File: config.mk
export PLATFORM = sky130hd
export DESIGN_NAME = skid
export DESIGN_NICKNAME = d
export VERILOG_FILES = /design/src/rtl/skid.sv
export SDC_FILE = /design/constraint.sdc
export NUM_CORES = 1
export LEC_CHECK = 0
export CORE_AREA = 5 5 65 67
export DETAILED_ROUTE_END_ITERATION = 6
export DIE_AREA = 0 0 70 72
export MAX_ROUTING_LAYER = met4
export PLACE_DENSITY = 0.8
export RECOVER_POWER = 25
export SYNTH_ARGS = -nofsm -noshare
export SYNTH_HDL_FRONTEND = slang
export SYNTH_SLANG_ARGS = --single-unit
File: constraint.sdc
create_clock -name i_clock -period 1.23 [get_ports i_clock]
set_input_delay 0.246 -clock i_clock [delete_from_list [all_inputs] [get_ports i_clock]]
set_output_delay 0.246 -clock i_clock [all_outputs]
set_load 0.01 [all_outputs]
File: src/rtl/skid.sv
`default_nettype none
// ============================================================================
// Module   : skid
// Purpose  : Two-entry, fully registered valid/ready skid buffer. Cuts the
//            combinational path on both ready and data/valid while sustaining
//            one transfer per clock.
// Revision : 1.0 - initial release
// ============================================================================
module skid #(
  parameter int WIDTH = 16
) (
  input  logic             i_clock,
  input  logic             i_reset,
  input  logic [WIDTH-1:0] i_in_data,
  input  logic             i_in_valid,
  output logic             o_in_ready,
  output logic [WIDTH-1:0] o_out_data,
  output logic             o_out_valid,
  input  logic             i_out_ready
);

  logic [WIDTH-1:0] out_data_q,  out_data_d;
  logic             out_valid_q, out_valid_d;
  logic [WIDTH-1:0] skid_data_q, skid_data_d;
  logic             skid_valid_q, skid_valid_d;
  logic             in_ready_q,  in_ready_d;

  logic w_in_xfer;
  logic w_out_free;

  // An upstream word is taken only when the registered ready is high.
  assign w_in_xfer  = i_in_valid & in_ready_q;
  // The output register can be overwritten when empty or being drained now.
  assign w_out_free = ~out_valid_q | i_out_ready;

  // Next-state: refill the output register (skid first to keep FIFO order),
  // otherwise park an incoming word in the skid while the output is stalled.
  always_comb begin
    out_data_d   = out_data_q;
    out_valid_d  = out_valid_q;
    skid_data_d  = skid_data_q;
    skid_valid_d = skid_valid_q;
    if (w_out_free) begin
      if (skid_valid_q) begin
        out_data_d   = skid_data_q;
        out_valid_d  = 1'b1;
        skid_valid_d = 1'b0;
      end else if (w_in_xfer) begin
        out_data_d  = i_in_data;
        out_valid_d = 1'b1;
      end else begin
        out_valid_d = 1'b0;
      end
    end else if (w_in_xfer) begin
      skid_data_d  = i_in_data;
      skid_valid_d = 1'b1;
    end
    // Ready is registered: it reflects whether the skid will be free.
    in_ready_d = ~skid_valid_d;
  end

  // State registers with synchronous reset that discards any held words.
  always_ff @(posedge i_clock) begin
    if (i_reset) begin
      out_data_q   <= '0;
      out_valid_q  <= 1'b0;
      skid_data_q  <= '0;
      skid_valid_q <= 1'b0;
      in_ready_q   <= 1'b1;
    end else begin
      out_data_q   <= out_data_d;
      out_valid_q  <= out_valid_d;
      skid_data_q  <= skid_data_d;
      skid_valid_q <= skid_valid_d;
      in_ready_q   <= in_ready_d;
    end
  end

  assign o_out_data  = out_data_q;
  assign o_out_valid = out_valid_q;
  assign o_in_ready  = in_ready_q;

endmodule
`default_nettype wire

==> metrics.md <==
| Metric | Value |
|---|---|
| Crit path DAT | 0.94 ns |
| RSZ-0062 raised after global routing | no |
| Cells along the critical path | dlygate4sd2_1 |
| Core Area | roughly 3600 sq um |
| Run status | finished clean |
| Initial antenna violation count | 0 |
| CP Buf/Inv Count | 1 |
| Hold_buf cts | 0 |
| Final antenna-violating net count | 0 |
| Clk slew on worst S/H paths | 0.10 ns |
| Detailed placement HPWL | 2.421 mm |
| Worst Skew | 0.006136 ns |
| Die span in x | 70 microns |
| Worst path required time | around 0.98 ns |
| Crit start category | flip-flop |
| Crit path max-delay cell type | dfxtp_1 |
| Worst slew margin | between 80 and 90% |
| Die Footprint | 5040 sq um |
| Largest net degree at the start of global routing | 20 |
| Clk buf depth | 2 |
| Max_cap viols | 0 |
| CP max FO | 2 |
| Hold_ws | about 0.46 ns |
| Overall global routing resource usage | 14.30% |
| Largest delay contributor family on the critical path | flip-flops |
| I/O pin cnt | 38 |
| Final min period | around 1.2 ns |
| Via Count | 1204 |
| Worst path depth | 1 |
| Drt wl/cell | 13.68 microns |
| Fillers | 338 |
| Syn Area/Cell | 9.481 sq um |
| DR vias/cell | 4.934 |
| Synth area leaders | dfxtp_1, a21oi_1, mux2i_1 |
| Final setup viols | 0 |
| Final Hold Violating Endpoints | 0 |
| Cell Area, Synth | ~1500 sq um |
| Crit end category | output pin |
| Layout cell share with drive strength beyond 1 | a little under a fifth |
| Dpl ws | -0.2902 ns |
| Max-slew violation count | 0 |
| Gpl congestion | between 0.7 and 0.8 |
| Final setup margin | 0.04443 ns |
| First-pass GRT wire length | 5.533 mm |
| Hold wc startpoint | skid_data_q[7] |
| Nets@finish | 215 |
| Hold path endpoint | skid_data_q[7] |
| Area Growth Syn to Fin | 33.68% |
| Synth Instances | 154 |
| Vias in the first global route | 1215 |
| Clock Tree Root | clkbuf_4 |
| Drt drc | 0 |
| Critical register-to-register path startpoint | skid_valid_q |
| Global route overflow | 0 |
| Worst Hold Depth | 2 |
| Die H | between 70 and 80 microns |
| H-tree levels | 2 |
| HP Class | flip-flop to flip-flop |
| Crit path kind | flip-flop to output pin |
| TritonCTS sink count | 35 |
| Synth warn | 0 |
| Syn nets | 174 |
| # diodes | 0 |
| Cell taking the most area after synthesis | dfxtp_1 |
| Fmax | 843.5 MHz |
| Power per cell area | around 1200 nW/um^2 |
| Top cell type's share of synthesized area | 47.99% |
| #FFs+latches synth | 35 |
| Port bufs | 37 |
| CTS tree | done |
| Drt first pass iters | 4 |
| Max IR drop VDD | 617.2 uV |
| Inserted Clock Buffers | 5 |
| Iter 0 DRT Violations | 52 |
| FF-to-FF End | o_out_data[13] |
| Unique masters post-synth | 18 |
| Worst-Margin Slew | 0.2461 ns |
| Leak Pwr | 0.6800 nW |
| Starting Density | 40.80% |
| Final Cycle Share | 96.39% |
| Worst path max stage delay | 0.35 ns |
| Register area | 706.9 sq um |
| Multi-input gate area | 688.2 sq um |
| Final wirelength | 3.338 mm |
| Seq/Total Area, Yosys | between 40% and 50% |
| Worst Reg2Reg Path Length in Cells | 3 |
| Clk_lat worst skew | roughly 0.32 ns |
| R2R Setup Slk | approximately 0.15 ns |
| Rows | 22 |
==> cell families after synthesis <==
logic type / share of synthesized area [%]
buffers and inverters: 5.740
multiplexers: 10.97
AO/OA/AOI/OAI: 24.34
flip-flops: 47.99
AND/OR/NAND/NOR: 10.97
==> layer usage <==
metal	global-route usage, %	vias up	wire length (microns)
li1	-	621	-
met1	16.67	547	1544
met2	22.88	32	1550
met3	5.125	4	197
met4	5.106	0	46
met5	-	-	0
==> area by class of cell <==
class / count / area share (%)
inverters: 1 / 0.1923
repair buffers: 48 / 21.73
multi-input cells: 104 / 35.26
flip-flops and latches: 35 / 36.22
clock buffers: 8 / 3.526
well taps: 48 / 3.077
==> registers in the layout, indices dropped and copies added (netlist names) <==
signal        cells
o_in_ready        1
skid_valid_q      1
o_out_valid       1
o_out_data       16
skid_data_q      16
==> Yosys cell counts <==
library cell  count
a211oi_1          6
a211oi_2         10
a21o_4            1
a21oi_1          34
and2_4            1
and4b_1           1
buf_1             3
buf_2             3
buf_6             3
clkbuf_1          4
clkbuf_2          1
dfxtp_1          35
inv_1             1
mux2i_1          16
nand2_1          32
nand2b_1          1
nand4b_1          1
or3_1             1
==> cell usage in the layout, fill, tap and decap left out, types with 2 or more instances in the layout <==
cell / n
buf_4: 9
dfxtp_1: 32
dfxtp_2: 2
clkbuf_4: 5
nand2_1: 32
clkdlybuf4s15_1: 11
mux2i_1: 16
a211oi_1: 4
a211oi_2: 12
clkbuf_8: 2
a21oi_1: 34
clkdlybuf4s50_1: 19
clkbuf_1: 7
==> power by group <==
group,total [mW],leakage (nW),switching (mW),internal [mW]
registers,1.24,0.287,0.0388,1.20
clock network,0.692,0.0386,0.356,0.336
logic,0.394,0.354,0.194,0.200
==> stage by stage <==
stage	util (%)	total power, mW	instance area (sq um)	setup TNS (ns)	instances
final	54.55	2.321	1952	0	244
after CTS	54.62	2.341	1954	0	244
after floorplan	-	1.475	1464	-0.09722	154
after global placement	53.25	1.680	1906	-6.924	236
after global routing	54.55	2.432	1952	0	244
after detailed placement	53.25	1.691	1906	-7.819	236
==> worst max-delay path by stage <==
| stage | startpoint | endpoint |
|---|---|---|
| 2_1_floorplan | skid_valid_q | o_out_data[0] |
| 3_3_place_gp | i_out_ready | o_out_data[12] |
| 3_5_place_dp | i_in_valid | o_out_data[8] |
| 4_1_cts | o_in_ready | o_in_ready |
| 5_1_grt | i_in_valid | skid_data_q[3] |
| 6_report | o_out_data[8] | o_out_data[8] |
==> repair_timing <==
item	CTS	global route
resized for setup	20	28
buffers inserted	0	0
endpoints found under the setup margin	18	23
No activity file was read; power rests on OpenSTA's default activity.
